--- src/rtl/nts_tx_arbiter_pkg.sv ---
// Shared types and constants for the NTS TX arbiter: FSM encoding, API register map,
// byte-count width and a saturating-increment helper for the statistics counters.
package nts_tx_arbiter_pkg;

    typedef enum logic [1:0] {
        ST_IDLE    = 2'd0,
        ST_GRANT   = 2'd1,
        ST_HOLDOFF = 2'd2
    } arb_state_t;

    localparam int LAST_DATA_VALID_WIDTH = 4;
    localparam int CNT_WIDTH             = 32;

    localparam int ADDR_CTRL           = 'h00;
    localparam int ADDR_STATUS         = 'h01;
    localparam int ADDR_TIMEOUTS       = 'h02;
    localparam int ADDR_DROPS          = 'h03;
    localparam int ADDR_GRANT_CNT_BASE = 'h10;

    function automatic logic [CNT_WIDTH-1:0] sat_inc(input logic [CNT_WIDTH-1:0] value);
        return (value == '1) ? value : value + CNT_WIDTH'(1);
    endfunction

endpackage

--- src/rtl/nts_rr_picker.sv ---
// Combinational round-robin pick: first requesting, enabled engine at or after ptr, wrapping.
module nts_rr_picker #(
    parameter int ENGINES = 4,
    parameter int IDX_W   = (ENGINES > 1) ? $clog2(ENGINES) : 1
) (
    input  logic [ENGINES-1:0] req,
    input  logic [ENGINES-1:0] mask,
    input  logic [IDX_W-1:0]   ptr,
    output logic               valid,
    output logic [IDX_W-1:0]   index
);

    logic [ENGINES-1:0] eligible;
    int                 cand;

    assign eligible = req & mask;

    // NOTE: every output of a combinational block gets a default before any branch,
    // otherwise synthesis infers a latch to hold the unassigned value.
    always_comb begin
        valid = 1'b0;
        index = '0;
        cand  = 0;
        // Walk from the farthest offset down so the nearest eligible engine is written last.
        for (int i = ENGINES - 1; i >= 0; i--) begin
            cand = int'(ptr) + i;
            if (cand >= ENGINES) cand = cand - ENGINES;
            if (eligible[cand]) begin
                valid = 1'b1;
                index = IDX_W'(cand);
            end
        end
    end

endmodule

--- src/rtl/nts_tx_arbiter.sv ---
// Round-robin arbiter sharing the extractor TX path between engine TX FIFOs, with watchdog and API stats.
// Optional per-engine grant counters: define NTS_TX_ARBITER_GRANT_COUNTERS_EN.
module nts_tx_arbiter
    import nts_tx_arbiter_pkg::*;
#(
    parameter int ENGINES        = 4,
    parameter int MAC_DATA_WIDTH = 64,
    parameter int API_ADDR_WIDTH = 12,
    parameter int API_RW_WIDTH   = 32,
    parameter int TIMEOUT_CYCLES = 1024,
    parameter int HOLDOFF_CYCLES = 2
) (
    input  logic                                       i_clk,
    input  logic                                       i_areset,
    input  logic [ENGINES-1:0]                         i_engine_packet_available,
    output logic [ENGINES-1:0]                         o_engine_packet_read,
    input  logic [ENGINES-1:0]                         i_engine_fifo_empty,
    output logic [ENGINES-1:0]                         o_engine_fifo_rd_en,
    input  logic [ENGINES*MAC_DATA_WIDTH-1:0]          i_engine_fifo_rd_data,
    input  logic [ENGINES*LAST_DATA_VALID_WIDTH-1:0]   i_engine_bytes_last_word,
    output logic                                       o_extractor_packet_available,
    input  logic                                       i_extractor_packet_read,
    output logic                                       o_extractor_fifo_empty,
    input  logic                                       i_extractor_fifo_rd_en,
    output logic [MAC_DATA_WIDTH-1:0]                  o_extractor_fifo_rd_data,
    output logic [LAST_DATA_VALID_WIDTH-1:0]           o_extractor_bytes_last_word,
    input  logic                                       i_api_cs,
    input  logic                                       i_api_we,
    input  logic [API_ADDR_WIDTH-1:0]                  i_api_address,
    input  logic [API_RW_WIDTH-1:0]                    i_api_write_data,
    output logic [API_RW_WIDTH-1:0]                    o_api_read_data
);

    localparam int IDX_W = (ENGINES > 1) ? $clog2(ENGINES) : 1;
    localparam int WD_W  = $clog2(TIMEOUT_CYCLES);
    localparam int HO_W  = (HOLDOFF_CYCLES > 1) ? $clog2(HOLDOFF_CYCLES) : 1;

    arb_state_t             state;
    logic [IDX_W-1:0]       grant;
    logic [IDX_W-1:0]       rr_ptr;
    logic [IDX_W-1:0]       next_ptr;
    logic [ENGINES-1:0]     mask;
    logic [WD_W-1:0]        wd_cnt;
    logic [HO_W-1:0]        ho_cnt;
    logic [CNT_WIDTH-1:0]   timeout_cnt;
    logic [CNT_WIDTH-1:0]   drop_cnt;
    logic [API_RW_WIDTH-1:0] read_mux;

    logic pick_valid;
    logic [IDX_W-1:0] pick_index;
    logic granted, grant_avail, grant_start;
    logic ev_done, ev_drop, ev_timeout, release_grant;
    logic api_wr, api_rd;
    logic unused_write_bits;

    nts_rr_picker #(
        .ENGINES (ENGINES),
        .IDX_W   (IDX_W)
    ) u_picker (
        .req   (i_engine_packet_available),
        .mask  (mask),
        .ptr   (rr_ptr),
        .valid (pick_valid),
        .index (pick_index)
    );

    assign granted     = (state == ST_GRANT);
    assign grant_avail = i_engine_packet_available[grant];
    assign grant_start = (state == ST_IDLE) && pick_valid;
    assign next_ptr    = (grant == IDX_W'(ENGINES - 1)) ? '0 : grant + IDX_W'(1);

    // Release priority: completed packet, then vanished request, then watchdog expiry.
    assign ev_done       = granted && i_extractor_packet_read;
    assign ev_drop       = granted && !i_extractor_packet_read && !grant_avail;
    assign ev_timeout    = granted && !i_extractor_packet_read && grant_avail &&
                           !i_extractor_fifo_rd_en && (wd_cnt == WD_W'(TIMEOUT_CYCLES - 1));
    assign release_grant = ev_done || ev_drop || ev_timeout;

    assign api_wr            = i_api_cs && i_api_we;
    assign api_rd            = i_api_cs && !i_api_we;
    assign unused_write_bits = ^i_api_write_data;

    always_comb begin
        o_extractor_packet_available = 1'b0;
        o_extractor_fifo_empty       = 1'b1;
        o_extractor_fifo_rd_data     = '0;
        o_extractor_bytes_last_word  = '0;
        o_engine_fifo_rd_en          = '0;
        o_engine_packet_read         = '0;
        if (granted) begin
            o_extractor_packet_available = grant_avail;
            o_extractor_fifo_empty       = i_engine_fifo_empty[grant];
            o_extractor_fifo_rd_data     = i_engine_fifo_rd_data[grant*MAC_DATA_WIDTH +: MAC_DATA_WIDTH];
            o_extractor_bytes_last_word  =
                i_engine_bytes_last_word[grant*LAST_DATA_VALID_WIDTH +: LAST_DATA_VALID_WIDTH];
            o_engine_fifo_rd_en[grant]   = i_extractor_fifo_rd_en;
            o_engine_packet_read[grant]  = i_extractor_packet_read;
        end
    end

    // NOTE: sequential state uses non-blocking assignments so every flop samples
    // pre-edge values, independent of statement order or block scheduling.
    always_ff @(posedge i_clk) begin
        if (i_areset) begin
            state  <= ST_IDLE;
            grant  <= '0;
            rr_ptr <= '0;
            wd_cnt <= '0;
            ho_cnt <= '0;
        end else begin
            unique case (state)
                ST_IDLE: begin
                    if (pick_valid) begin
                        state  <= ST_GRANT;
                        grant  <= pick_index;
                        wd_cnt <= '0;
                    end
                end
                ST_GRANT: begin
                    if (release_grant) begin
                        state  <= ST_HOLDOFF;
                        ho_cnt <= '0;
                        rr_ptr <= next_ptr;
                    end else if (i_extractor_fifo_rd_en) begin
                        wd_cnt <= '0;
                    end else begin
                        wd_cnt <= wd_cnt + WD_W'(1);
                    end
                end
                ST_HOLDOFF: begin
                    if (ho_cnt == HO_W'(HOLDOFF_CYCLES - 1)) state <= ST_IDLE;
                    else                                      ho_cnt <= ho_cnt + HO_W'(1);
                end
                default: state <= ST_IDLE;
            endcase
        end
    end

    // A write to a counter clears it and takes precedence over a same-cycle increment.
    always_ff @(posedge i_clk) begin
        if (i_areset) begin
            mask        <= '1;
            timeout_cnt <= '0;
            drop_cnt    <= '0;
        end else begin
            if (api_wr && i_api_address == API_ADDR_WIDTH'(ADDR_CTRL))
                mask <= i_api_write_data[ENGINES-1:0];
            if (api_wr && i_api_address == API_ADDR_WIDTH'(ADDR_TIMEOUTS)) timeout_cnt <= '0;
            else if (ev_timeout)                                           timeout_cnt <= sat_inc(timeout_cnt);
            if (api_wr && i_api_address == API_ADDR_WIDTH'(ADDR_DROPS)) drop_cnt <= '0;
            else if (ev_drop)                                           drop_cnt <= sat_inc(drop_cnt);
        end
    end

`ifdef NTS_TX_ARBITER_GRANT_COUNTERS_EN
    logic [CNT_WIDTH-1:0] grant_cnt [ENGINES];

    // NOTE: these counters are a few flops, not a RAM, so they reset like any register.
    always_ff @(posedge i_clk) begin
        for (int e = 0; e < ENGINES; e++) begin
            if (i_areset)
                grant_cnt[e] <= '0;
            else if (api_wr && i_api_address == API_ADDR_WIDTH'(ADDR_GRANT_CNT_BASE + e))
                grant_cnt[e] <= '0;
            else if (grant_start && pick_index == IDX_W'(e))
                grant_cnt[e] <= sat_inc(grant_cnt[e]);
        end
    end
`endif

    always_comb begin
        read_mux = '0;
        if (i_api_address == API_ADDR_WIDTH'(ADDR_CTRL)) begin
            read_mux[ENGINES-1:0] = mask;
        end else if (i_api_address == API_ADDR_WIDTH'(ADDR_STATUS)) begin
            read_mux[17:16] = state;
            read_mux[7:0]   = 8'(grant);
        end else if (i_api_address == API_ADDR_WIDTH'(ADDR_TIMEOUTS)) begin
            read_mux = API_RW_WIDTH'(timeout_cnt);
        end else if (i_api_address == API_ADDR_WIDTH'(ADDR_DROPS)) begin
            read_mux = API_RW_WIDTH'(drop_cnt);
        end
`ifdef NTS_TX_ARBITER_GRANT_COUNTERS_EN
        for (int e = 0; e < ENGINES; e++) begin
            if (i_api_address == API_ADDR_WIDTH'(ADDR_GRANT_CNT_BASE + e))
                read_mux = API_RW_WIDTH'(grant_cnt[e]);
        end
`endif
    end

    // Read data is zero whenever this block is not being read, so it can be OR-combined.
    always_ff @(posedge i_clk) begin
        if (i_areset) o_api_read_data <= '0;
        else          o_api_read_data <= api_rd ? read_mux : '0;
    end

endmodule

--- config.mk ---
export PLATFORM = sky130hd
export DESIGN_NAME = nts_tx_arbiter
export DESIGN_NICKNAME = d
export VERILOG_FILES = /design/src/rtl/nts_tx_arbiter_pkg.sv /design/src/rtl/nts_rr_picker.sv /design/src/rtl/nts_tx_arbiter.sv
export SDC_FILE = /design/constraint.sdc
export NUM_CORES = 1
export LEC_CHECK = 0
export ABC_CLOCK_PERIOD_IN_PS = 7990
export CORE_AREA = 2 2 172 174
export DETAILED_ROUTE_END_ITERATION = 6
export DIE_AREA = 0 0 174 176
export GPL_ROUTABILITY_DRIVEN = 1
export HOLD_SLACK_MARGIN = 0.15
export PLACE_DENSITY = 0.68
export SLEW_MARGIN = 20
export SYNTH_ARGS = -nofsm -noshare
export SYNTH_HDL_FRONTEND = slang
export SYNTH_SLANG_ARGS = --single-unit
--- constraint.sdc ---
create_clock -name i_clk -period 7.99 [get_ports i_clk]
set_input_delay 2.397 -clock i_clk [delete_from_list [all_inputs] [get_ports i_clk]]
set_output_delay 2.397 -clock i_clk [all_outputs]
set_load 0.03 [all_outputs]
==> metrics <==
Max Cap Viol 0; Core ar. 28500 sq um; DRC viols 0; critical path launch point type input pin; register area 2350 sq um; crit-path max FO 9; worst slew pin tran about 1.1 ns; Pleak 4.18 nW; critical path class input pin to primary output; syn avg cell area ~9.3 sq um; Min Hold Slack 0.483 ns; Area Overhead vs Synth 67.5%; worst skew pair latency 0.42 ns; H-tree depth 4; CTS tree built; pre-CTS setup slack 1.21 ns; Setup-failing EPs final 0; vias 8392; Post-synth EDFFs 0; Post-Synthesis Cell Area 7560 sq um; Peak VDD IR 0.148 mV; Max Clock Skew 0.00729 ns; routed wire length ~37000 um; first-pass GRT wire length about 53000 um; Resized Gates After CTS 0; Hold Vio Cnt, Final 0; synthesized flop and latch total 117; YS warnings 0; setup bufs post-CTS 0; pwr/cell area 157 nW/um^2; RD Place Congestion 0.885; Slew HR 24.6%; area of the multi-input gates roughly 5000 sq um; Die Area 30600 sq um; Port Buffer Count 411; final instance area 12700 sq um; Post-Syn Instances 813; fill count about 2700; clk sinks 117; Register-to-Register Path Depth 5; Antenna Nets Post-Route 0; CTS root buf clkbuf_16; pin count of the biggest net entering global routing 76; fin worst setup slack around 1.2 ns; antenna violations before repair 22; vias in the first global route 8101; CTS clk-pin slew, worst paths 0.05 ns; Nets around 1500; status completed; Global Route Usage Sum roughly a quarter; GRT overflow 0; clk buf depth 2; Pre-antenna DRT Iters 5; Placed Instances 1564; part of the Yosys area used for sequential elements 31.0%; cts hold-fix bufs 0; worst hold stages 2; commonest non-fill, non-tap cell in the layout clkdlybuf4s50_1; die width ~170 um; most frequent cells in the layout clkdlybuf4s50_1, dfxtp_1, nor2_1; DR vias/cell 5.23; Layout Cells excl Fill 1606; Synth Net Count 1150; CTS Buf Count 17; setup_tns 0 ns; initial DRC count 786; minimum clock period about 6.8 ns; min-delay worst type register to register; final core occ between 40% and 50%; total power 1.99 mW; fin crit share 84.8%; WL/cell 23.2 um; synth unique cells ~50; Post-DP HPWL 29600 um; Starting Density 26.5%; placed cell areas about 12000 sq um; Worst EP arrival between 4 and 5 ns; CP endpoint kind primary output; commonest register cell after synthesis dfxtp_1; Rows between 60 and 70; RSZ-0062 raised after global routing false; Fmax between 100 and 150 MHz; ys async rst share 0%; layout cell share with drive strength beyond 1 10.2%; Top-Level Pins between 400 and 500; DIE HEIGHT 176 um; Max Transition Viols Final 0; Critical Path RT 5.59 ns
[worst paths after layout]
path | slack, ns | from | end
setup / recovery | 1.21 | i_engine_packet_available[3] | o_extractor_packet_available
setup reg to reg | 4.71 | grant[1] | drop_cnt[23]
hold / removal | 0.48 | wd_cnt[1] | wd_cnt[1]
hold reg to reg | 0.48 | wd_cnt[1] | wd_cnt[1]
[area by class of cell]
type | instances | share of cell area (%)
Clock inverter | 7 | 0.929
Inverter | 13 | 0.385
Multi-Input combinational cell | 633 | 39.3
Tap cell | 384 | 3.80
Clock buffer | 24 | 3.97
Sequential cell | 117 | 18.6
Timing Repair Buffer | 417 | 32.8
Antenna cell | 11 | 0.217
[flip-flops by register name, summed over array words and instances (netlist names)]
signal,flops
drop_cnt,32
o_api_read_data,32
timeout_cnt,32
wd_cnt,10
mask,4
grant,2
rr_ptr,2
state,2
ho_cnt,1
[Yosys cell counts (16+ instances only)]
| cell type | instances | share of area [%] |
|---|---|---|
| mux4_2 | 72 | 21 |
| o21ai_0 | 20 | 1.3 |
| a21oi_1 | 25 | 1.7 |
| and3_1 | 23 | 1.9 |
| a22oi_1 | 28 | 2.8 |
| nand4_1 | 22 | 1.8 |
| or3_1 | 16 | 1.3 |
| xor2_1 | 20 | 2.3 |
| nand3_1 | 35 | 2.3 |
| nor2_1 | 112 | 5.6 |
| nand2_1 | 48 | 2.4 |
| xnor2_1 | 21 | 2.4 |
| clkbuf_1 | 39 | 1.9 |
| dfxtp_1 | 117 | 31 |
| and2_1 | 74 | 6.1 |
| nor3_1 | 18 | 1.2 |
[kinds of logic (layout without fill, tap and decap cells)]
| family | after synthesis | in the layout | synth area share (%) |
|---|---|---|---|
| compound gates | 109 | 109 | 9.58 |
| xor+xnor | 41 | 41 | 4.75 |
| fa+ha+maj | 7 | 7 | 1.16 |
| buf+inv | 63 | 461 | 3.26 |
| flops | 117 | 117 | 31.0 |
| mux | 80 | 80 | 22.5 |
| other cells | 0 | 11 | 0 |
| simple gates | 396 | 396 | 27.7 |
[layer usage]
| layer | part of all wire, % | track usage, % | vias to the layer above |
|---|---|---|---|
| li1 | - | - | 3802 |
| met1 | 40 | 29.5 | 4111 |
| met2 | 47 | 37.3 | 403 |
| met3 | 11 | 9.73 | 58 |
| met4 | 2.0 | 7.49 | 18 |
| met5 | 0.32 | 0 | - |
[worst max-delay path, stage by stage]
cell	delay (ns)
clkdlybuf4s50_1	0.48
mux4_2	0.67
and2_1	0.22
clkdlybuf4s50_1	0.60
[power by group]
part	leakage (nW)	internal, mW	switching, mW	total, mW
sequential	0.945	0.589	0.0216	0.610
clock	0.294	0.531	0.267	0.798
combinational	2.94	0.318	0.259	0.577
No activity file was read; power rests on OpenSTA's default activity.
